===== src/rtl/pong_pkg.sv =====
// Shared pong geometry defaults and game state encoding for the ball, padder and direction control.
// Latency: none (declarations only); backpressure: n/a.
package pong_pkg;

  localparam int SCREEN_W_DEF   = 430;
  localparam int SCREEN_H_DEF   = 768;
  localparam int BALL_SIZE_DEF  = 6;
  localparam int BALL_SPEED_DEF = 2;
  localparam int PAD_Y_DEF      = 748;
  localparam int PAD_H_DEF      = 6;
  localparam int PAD_WIDTH_DEF  = 40;
  localparam int LIVES_DEF      = 3;

  localparam int CMP_W = 11;

  typedef enum logic [1:0] {
    SERVE = 2'd0,
    PLAY  = 2'd1,
    MISS  = 2'd2,
    OVER  = 2'd3
  } game_state_t;

  function automatic logic [CMP_W-1:0] cmp_const(input int v);
    return CMP_W'(v);
  endfunction

endpackage


===== src/rtl/ball_dir_ctrl_hit_detect.sv =====
// Combinational wall/paddle/floor contact detection; only directions pointing into a surface are checked.
// Latency: 0 cycles (pure logic); backpressure: none.
module ball_hit_detect
  import pong_pkg::*;
#(
  parameter int SCREEN_W   = SCREEN_W_DEF,
  parameter int SCREEN_H   = SCREEN_H_DEF,
  parameter int BALL_SIZE  = BALL_SIZE_DEF,
  parameter int BALL_SPEED = BALL_SPEED_DEF,
  parameter int PAD_Y      = PAD_Y_DEF,
  parameter int PAD_H      = PAD_H_DEF,
  parameter int PAD_WIDTH  = PAD_WIDTH_DEF
) (
  input  logic [8:0] ball_xpos,
  input  logic [9:0] ball_ypos,
  input  logic [8:0] pad_xpos,
  input  logic       direction_x,
  input  logic       direction_y,
  output logic       hit_left,
  output logic       hit_right,
  output logic       hit_top,
  output logic       hit_pad,
  output logic       miss
);

  localparam logic [CMP_W-1:0] EDGE_MARGIN = cmp_const(2 * BALL_SPEED);
  localparam logic [CMP_W-1:0] SIZE        = cmp_const(BALL_SIZE);
  localparam logic [CMP_W-1:0] RIGHT_LIM   = cmp_const(SCREEN_W - 2 * BALL_SPEED);
  localparam logic [CMP_W-1:0] FLOOR_LIM   = cmp_const(SCREEN_H - 2 * BALL_SPEED);
  localparam logic [CMP_W-1:0] PAD_TOP_LIM = cmp_const(PAD_Y - BALL_SPEED);
  localparam logic [CMP_W-1:0] PAD_BOT_LIM = cmp_const(PAD_Y + PAD_H);
  localparam logic [CMP_W-1:0] PAD_W       = cmp_const(PAD_WIDTH);

  logic [CMP_W-1:0] bx, by, px;
  logic [CMP_W-1:0] bx_right, by_bottom, px_right;
  logic             pad_contact;
  logic             floor_contact;

  always_comb begin
    bx        = {2'b00, ball_xpos};
    by        = {1'b0, ball_ypos};
    px        = {2'b00, pad_xpos};
    bx_right  = bx + SIZE;
    by_bottom = by + SIZE;
    px_right  = px + PAD_W;

    hit_left  = !direction_x && (bx < EDGE_MARGIN);
    hit_right =  direction_x && (bx_right > RIGHT_LIM);
    hit_top   = !direction_y && (by < EDGE_MARGIN);

    pad_contact = direction_y
               && (by_bottom >= PAD_TOP_LIM)
               && (by_bottom <  PAD_BOT_LIM)
               && (bx_right  >  px)
               && (bx        <  px_right);
    floor_contact = direction_y && (by_bottom >= FLOOR_LIM);

    // A paddle return always takes precedence over a floor miss.
    hit_pad = pad_contact;
    miss    = floor_contact && !pad_contact;
  end

endmodule


===== src/rtl/ball_dir_ctrl.sv =====
// Ball direction, score/lives and serve/play/miss/over sequencing for the ball motion block.
// Latency: contact to direction/score change 1 cycle, all outputs registered; backpressure: none.
module ball_dir_ctrl
  import pong_pkg::*;
#(
  parameter int SCREEN_W   = SCREEN_W_DEF,
  parameter int SCREEN_H   = SCREEN_H_DEF,
  parameter int BALL_SIZE  = BALL_SIZE_DEF,
  parameter int BALL_SPEED = BALL_SPEED_DEF,
  parameter int PAD_Y      = PAD_Y_DEF,
  parameter int PAD_H      = PAD_H_DEF,
  parameter int PAD_WIDTH  = PAD_WIDTH_DEF,
  parameter int LIVES      = LIVES_DEF
) (
  input  logic       clk,
  input  logic       reset,
  input  logic [8:0] ball_xpos,
  input  logic [9:0] ball_ypos,
  input  logic [8:0] pad_xpos,
  input  logic       serve,
  output logic       direction_x,
  output logic       direction_y,
  output logic       ball_reset,
  output logic [7:0] score,
  output logic [1:0] lives,
  output logic       game_over
);

  localparam logic [1:0] LIVES_INIT = 2'(LIVES);

  game_state_t state;
  logic        serve_side;
  logic        hit_left, hit_right, hit_top, hit_pad, miss;

  ball_hit_detect #(
    .SCREEN_W   (SCREEN_W),
    .SCREEN_H   (SCREEN_H),
    .BALL_SIZE  (BALL_SIZE),
    .BALL_SPEED (BALL_SPEED),
    .PAD_Y      (PAD_Y),
    .PAD_H      (PAD_H),
    .PAD_WIDTH  (PAD_WIDTH)
  ) u_hit (
    .ball_xpos   (ball_xpos),
    .ball_ypos   (ball_ypos),
    .pad_xpos    (pad_xpos),
    .direction_x (direction_x),
    .direction_y (direction_y),
    .hit_left    (hit_left),
    .hit_right   (hit_right),
    .hit_top     (hit_top),
    .hit_pad     (hit_pad),
    .miss        (miss)
  );

  always_ff @(posedge clk) begin
    if (reset) begin
      state       <= SERVE;
      direction_x <= 1'b1;
      direction_y <= 1'b1;
      score       <= 8'd0;
      lives       <= LIVES_INIT;
      serve_side  <= 1'b1;
    end else begin
      unique case (state)
        SERVE: begin
          if (serve) begin
            direction_x <= serve_side;
            direction_y <= 1'b1;
            state       <= PLAY;
          end
        end
        PLAY: begin
          // x and y contacts are independent, so a corner flips both axes at once.
          if (hit_left)
            direction_x <= 1'b1;
          else if (hit_right)
            direction_x <= 1'b0;
          if (hit_top) begin
            direction_y <= 1'b1;
          end else if (hit_pad) begin
            direction_y <= 1'b0;
            if (score != 8'hFF)
              score <= score + 8'd1;
          end else if (miss) begin
            state <= MISS;
          end
        end
        MISS: begin
          lives      <= lives - 2'd1;
          serve_side <= ~serve_side;
          state      <= (lives == 2'd1) ? OVER : SERVE;
        end
        OVER: begin
          if (serve) begin
            lives <= LIVES_INIT;
            score <= 8'd0;
            state <= SERVE;
          end
        end
        default: state <= SERVE;
      endcase
    end
  end

  // Decoded straight from the state register: no combinational input path.
  assign ball_reset = (state != PLAY);
  assign game_over  = (state == OVER);

endmodule


===== config.mk =====
export PLATFORM = sky130hd
export DESIGN_NAME = ball_dir_ctrl
export DESIGN_NICKNAME = d
export VERILOG_FILES = /design/src/rtl/pong_pkg.sv /design/src/rtl/ball_dir_ctrl_hit_detect.sv /design/src/rtl/ball_dir_ctrl.sv
export SDC_FILE = /design/constraint.sdc
export NUM_CORES = 1
export LEC_CHECK = 0
export CORE_ASPECT_RATIO = 0.75
export CORE_UTILIZATION = 51
export CTS_CLUSTER_DIAMETER = 80
export CTS_CLUSTER_SIZE = 40
export DETAILED_ROUTE_END_ITERATION = 8
export PLACE_DENSITY = 0.87
export SLEW_MARGIN = 20
export SYNTH_ARGS = -nofsm -noshare
export SYNTH_HDL_FRONTEND = slang
export SYNTH_HIERARCHICAL = 1
export SYNTH_SLANG_ARGS = --single-unit

===== constraint.sdc =====
create_clock -name clk -period 4.41 [get_ports clk]
set_clock_uncertainty 0.1 [all_clocks]
set_input_delay 0.441 -clock clk [delete_from_list [all_inputs] [get_ports clk]]
set_output_delay 0.441 -clock clk [all_outputs]
set_load 0.005 [all_outputs]

==> results of run 1 <==
## power by group through the flow
stage,logic [uW],clock network (uW),registers (uW)
after global routing,184,126,149
final,165,120,148
after global placement,158,0,150
after floorplan,100,0,146
after CTS,163,119,148
after detailed placement,162,0,151
## sequential cells by signal (all words and copies together) (netlist names)
signal	flops
direction_x	1
direction_y	1
score	8
state	2
lives	2
serve_side	1
## Yosys cell counts, types with 5 or more instances
cell       n
o21ai_0   13
nor2_1    20
a211o_1    5
inv_1     22
nand2_1   18
a31oi_1    6
xor2_1     6
nand2b_1   5
ha_1      27
a21oi_1   15
dfxtp_1   15
xnor2_1    7
a21o_1     6
nand3_1    6
## metal layers
layer | global-route usage [%] | routed length, um
met5 | 0 | 0
met4 | 5.88 | 17
met3 | 3.80 | 262
met2 | 40.5 | 2080
met1 | 40.6 | 2520
## worst paths after layout
path,to,from,cells past startpoint,slack [ns]
setup / recovery,score[3]$_SDFFE_PP0P_,ball_xpos[2],15,0.39
hold reg to reg,direction_x$_SDFFE_PP1P_,direction_x$_SDFFE_PP1P_,2,0.40
setup reg to reg,score[3]$_SDFFE_PP0P_,direction_y$_SDFFE_PP1P_,8,2.09
hold / removal,direction_x$_SDFFE_PP1P_,direction_x$_SDFFE_PP1P_,2,0.40
## final cells by class
class	instances	area, sq um
clock buffer	3	41.3
clock inverter	1	5.00
fill	299	987
inverter	22	82.6
multi-input combinational	200	1490
sequential	15	300
tap	50	62.6
timing repair buffer	46	455
## through the flow
| stage | instances | utilization, % |
|---|---|---|
| floorplan | 244 | - |
| global placement | 333 | 69.8 |
| detailed placement | 333 | 69.8 |
| CTS | 337 | 71.2 |
| global route | 337 | 71.2 |
| finish | 337 | 71.2 |
## placed cells by master, fill, tap and decap left out, drive strengths merged, types with 3 or more instances in the layout
cell	n
inv	22
nor4	3
clkdlybuf4s50	44
nand2	18
xor2	6
nor3b	3
o21bai	3
nand3b	4
a21oi	15
xnor2	7
and3	4
dfxtp	15
a21o	6
a31oi	6
nand3	6
mux2i	3
nand2b	5
o21ai	14
ha	27
nand4	5
nor2	20
nor2b	3
o31ai	3
a211o	5
clkbuf	3
## cells by family (layout without fill, tap and decap cells)
| kind of cell | Yosys count | after routing | share of synthesized area [%] |
|---|---|---|---|
| AOI/OAI and AO/OA | 72 | 72 | 26.5 |
| xor gates and xnor gates | 13 | 13 | 5.96 |
| and+or+nand+nor | 85 | 85 | 26.2 |
| buffers and inverters | 29 | 72 | 6.35 |
| DFF | 15 | 15 | 15.7 |
| adders and majority gates | 27 | 27 | 17.7 |
| muxes | 3 | 3 | 1.57 |
## critical path, delay by kind of cell
| kind | cells | cell delay, ns |
|---|---|---|
| buffers and inverters | 2 | 0.68 |
| xor gates and xnor gates | 1 | 0.18 |
| AOI/OAI and AO/OA | 8 | 1.90 |
| adders and majority gates | 2 | 0.50 |
| and+or+nand+nor | 2 | 0.41 |
==> run metrics, run 1 <==
unrepaired setup endpoints after global routing=no; number of different library cells in the post-synthesis netlist=58; EDFF count, synth=0; count of antenna-violating nets left after detailed routing=0; maxcap violations=0; post-synthesis cell type with the largest combined area=ha_1; aggregate global-route resource usage=27.0%; actual slew at the worst max-slew pin=0.537 ns; Most used DFF post-synth=dfxtp_1; sort of element at the end of the critical path=flop; post-synthesis async set-or-reset flop share=0%; initial DRC count=175; final-layout setup total negative slack=0 ns; area delta synth->final=27.5%; sequential share of the synthesized area=15.7%; routed wire length=4.87 mm; post-detailed-placement cell area=0.00239 sq mm; CTS tree=done; pre-CTS WS=0.162 ns; CP Cell Sequence=clkdlybuf4s50_1, inv_1, ha_1, nor2_1, xor2_1, ha_1, a211o_1, a21oi_1, a221oi_1, o22ai_1, a2111oi_2, nand4bb_4, a211oi_4, a41oi_1, a31oi_1; worst hold path class=reg -> reg; required time worst endpoint=4.49 ns; post-CTS setup repair buffer count=0; total half-perimeter wirelength after legalization and detailed placement=3.89 mm; total of cells resized after clock tree synthesis=0; remaining global-route overflow=0; Die Area=0.00400 sq mm; FP Rows=18; hold_buf cts=0; switching share of total power=34.1%; number of global-route vias before repair=1682; slowest cell delay on critical path=0.58 ns; total net switching power=148 uW; mean instance size in the synthesized netlist=7.83 sq um; Post-Synthesis Cells=244; CTS clock-pin slew for the worst setup and hold paths=0.07 ns; Yosys warnings=6; worst setup margin=0.389 ns; start-to-end type of the worst setup path=in -> reg; drc violations=0; most numerous cell on the critical path=ha_1; Final Total Pwr=433 uW; Wirelength per Cell=14.5 um; core area=0.00342 sq mm; relative contribution of the clock network to total power=27.7%; placer congestion estimate=0.988; number of clock sinks=15; # H-tree levels=1; result of the run=finished clean; Die H=55.0 um; TritonCTS buffer count=3; number of vias after detailed routing=1941; critical-path maximum fanout=8; Netlist Area Pre-Place=0.00191 sq mm; data arrival time of the critical path=4.10 ns; time the final worst path needs with I/O delays and setup=4.02 ns; post-route cell area=0.00244 sq mm; Pwr Density=178 mW/mm^2; remaining max-slew budget at the tightest pin=64.2%; Setup Viol. Count Final=0; total internal power=285 uW; number of optimization iterations in the first detailed-route pass=4; global-route wire length before repair=8.09 mm; period utilization=91.2%; Max stage delay cell, worst path=clkdlybuf4s50_1; maximum number of pins on one net before global-route repair=17; fmax=0.249 GHz; Final Max Tran Viols=0; Clock Tree Buf Depth=2; net count of the mapped netlist=302; part of the total power dissipated in sequential elements=34.1%; Worst-Skew Late Latency=0.26 ns; worst vdd ir=0.102 mV; Ant. Diodes=0; fraction of final layout cells sized beyond drive strength 1=5.23%; via/cell ratio=5.76; sort of element at the start of the critical path=input port; Starting Density=55.8%; leakage power=0.00103 uW; portion of total power attributed to combinational logic=38.1%; number of antenna violations at the first check in global routing=0; count of pins on the block boundary=45; library cell used as clock root buffer=clkbuf_8; die width=72.7 um; Final Hold Viols=0; FF+latch count, synth=15; count of buffers inserted at the top-level ports=44; Final Net Count=346; worst hold slack=0.398 ns; area fraction of the dominant cell type after synthesis=17.7%; cell types occupying the most area after synthesis=ha_1 (18%), dfxtp_1 (16%), inv_1 (4.3%), a21oi_1 (3.9%), nor2_1 (3.9%)
Note: power is estimated with default switching activity, not from simulation.
==> inputs of run 2 (changes only) <==
Settings changed: CORE_UTILIZATION 51 to 64, DONT_BUFFER_PORTS from default to 1, PLACE_DENSITY 0.87 to 0.86.
==> run 2 against run 1 <==
Sequential share of layout area grew 3.0 points. Worst hold slack lost 0.24 ns. Non-clock buffer count shrank 46. Die area shrank 20%. Register-to-register slack gained 0.05 ns. Power shrank 14%. Final area shrank 19%. Largest cell class unchanged. Largest power group is now registers.
==> run metrics, run 2 (synthesis results as in run 1) <==
fraction of final layout cells sized beyond drive strength 1=5.39% (+0.17 points); placer congestion estimate=0.859 (-13%); data arrival time of the critical path=3.44 ns (-0.66 ns); via/cell ratio=6.35 (+10%); drc violations=0 (unchanged); period utilization=76.2% (-15 points); actual slew at the worst max-slew pin=0.552 ns (+0.0148 ns); # H-tree levels=1 (unchanged); unrepaired setup endpoints after global routing=no; remaining global-route overflow=0 (unchanged); number of clock sinks=15 (unchanged); Final Hold Viols=0 (unchanged); fraction of the core area covered by cells at the end of the flow=72.1% (+0.94 points); Starting Density=70.2% (+14 points); CP Cell Sequence=inv_1, ha_1, nor2_1, xor2_1, ha_1, o21ai_0, a221oi_1, o22ai_1, a2111oi_2, nand4bb_4, a211oi_4, a41oi_1, a31oi_1; worst setup margin=1.05 ns (+0.660 ns); FP Rows=16 (-2); count of antenna-violating nets left after detailed routing=0 (unchanged); number of antenna violations at the first check in global routing=0 (unchanged); Clock Tree Buf Depth=2 (unchanged); number of optimization iterations in the first detailed-route pass=4 (unchanged); total of cells resized after clock tree synthesis=0 (unchanged); initial DRC count=169 (-3.4%); slowest cell delay on critical path=0.57 ns (about the same); Final Max Tran Viols=0 (unchanged); sort of element at the end of the critical path=flop; area of all sequential standard cells=300 sq um (unchanged); maxcap violations=0 (unchanged); library cell used as clock root buffer=clkbuf_8; reg-to-reg startpoint=direction_y$_SDFFE_PP1P_; capture point of the worst path=score[3]$_SDFFE_PP0P_; die width=65.1 um (-10%); most frequent standard cell in the layout excluding fill and tap cells=ha_1; area delta synth->final=2.75%; fmax=0.298 GHz (+20%); pre-CTS WS=0.802 ns (+0.640 ns); count of pins on the block boundary=45 (unchanged); final-layout setup total negative slack=0 ns (unchanged); total half-perimeter wirelength after legalization and detailed placement=3.40 mm (-13%); hold_buf cts=0 (unchanged); minimum setup slack among reg-to-reg paths=2.14 ns (+0.05 ns); Biggest register=score; post-detailed-placement cell area=0.00192 sq mm (-20%); Worst Reg2Reg Path Length in Cells=8 (unchanged); Wirelength per Cell=15.4 um (+6.3%); leakage power=0.000851 uW (-17%); post-route cell area=0.00196 sq mm (-19%); Die Area=0.00321 sq mm (-20%); post-CTS setup repair buffer count=0 (unchanged); critical register-to-register path endpoint=score[3]$_SDFFE_PP0P_; Final Net Count=300 (-13%); remaining max-slew budget at the tightest pin=63.2% (-1.0 points); Worst-Skew Late Latency=0.25 ns (about the same); TritonCTS buffer count=3 (unchanged); number of vias after detailed routing=1760 (-9.3%); global-route wire length before repair=7.12 mm (-12%); Ant. Diodes=0 (unchanged); commonest cells after routing, fill and taps aside=ha_1 (27), inv_1 (22), nor2_1 (20); Largest register FFs=8 (unchanged); maximum number of pins on one net before global-route repair=17 (unchanged); count of buffers inserted at the top-level ports=0 (-100%); critical-path maximum fanout=8 (unchanged); worst hold path class=in -> reg; start-to-end type of the worst setup path=in -> reg; worst vdd ir=0.116 mV (+14%); time the final worst path needs with I/O delays and setup=3.36 ns (-0.660 ns); worst hold slack=0.154 ns (-0.244 ns); result of the run=finished clean; sort of element at the start of the critical path=input port; Pwr Density=189 mW/mm^2 (+6.3%); CTS clock-pin slew for the worst setup and hold paths=0.06 ns (about the same); Max stage delay cell, worst path=a2111oi_2; Die H=49.3 um (-10%); required time worst endpoint=4.49 ns (about the same); multi-input combinational cell area=0.00149 sq mm (unchanged); largest registers=score x8, lives x2, state x2; critical path launch point=ball_xpos[1]; CTS tree=done; core area=0.00272 sq mm (-20%); number of global-route vias before repair=1545 (-8.1%); most numerous cell on the critical path=ha_1; routed wire length=4.26 mm (-13%); fillers=233 (-22%); aggregate global-route resource usage=27.8% (+0.84 points); Setup Viol. Count Final=0 (unchanged)
[run 2: cell count changes in the layout (fill, tap and decap cells not counted), sizes merged]
cell / before / now
clkdlybuf4s50: 44 / 0
buf: 2 / 0
[run 2: layout make-up]
class | instances | area share, %
multi-input cells | 200 | 75.8
flip-flops and latches | 15 | 15.3
inverters | 22 | 4.21
well taps | 36 | 2.29
clock buffers | 3 | 2.10
clock inverters | 1 | 0.255
[run 2: worst min path at each step]
stage | startpoint | endpoint | depth (start not counted)
2_1_floorplan | serve_side$_SDFFE_PP1N_ | serve_side$_SDFFE_PP1N_ | 2
3_3_place_gp | serve_side$_SDFFE_PP1N_ | serve_side$_SDFFE_PP1N_ | 2
3_5_place_dp | score[7]$_SDFFE_PP0P_ | score[7]$_SDFFE_PP0P_ | 1
4_1_cts | reset | score[1]$_SDFFE_PP0P_ | 1
5_1_grt | reset | score[1]$_SDFFE_PP0P_ | 1
6_report | reset | score[1]$_SDFFE_PP0P_ | 1
[run 2: layer usage]
metal  track usage, %  share of wire (%)  vias to the layer above
met4             3.26               0.33                        0
met1             42.6                 53                      800
li1                 -                  -                      895
met5                0                  0                        -
met2             39.8                 40                       63
met3             6.78                6.8                        2
[run 2: power by group]
group	internal, uW	total, uW	switching (uW)	leakage (uW)
combinational	54.8	113	57.7	0.000703
clock	62.5	110	47.1	0.0000255
sequential	140	149	8.99	0.000122
[run 2: worst max-delay path: cells and delay by family]
| family | cells | cell delay [ns] |
|---|---|---|
| compound gates | 7 | 1.80 |
| xor+xnor | 1 | 0.16 |
| fa+ha+maj | 2 | 0.64 |
| buf+inv | 1 | 0.08 |
| simple gates | 2 | 0.30 |
[run 2: stage by stage]
| stage | power [uW] | instances |
|---|---|---|
| finish | 371 | 277 |
| global route | 397 | 277 |
| CTS | 370 | 277 |
| detailed placement | 261 | 273 |
| global placement | 258 | 273 |
| floorplan | 247 | 244 |
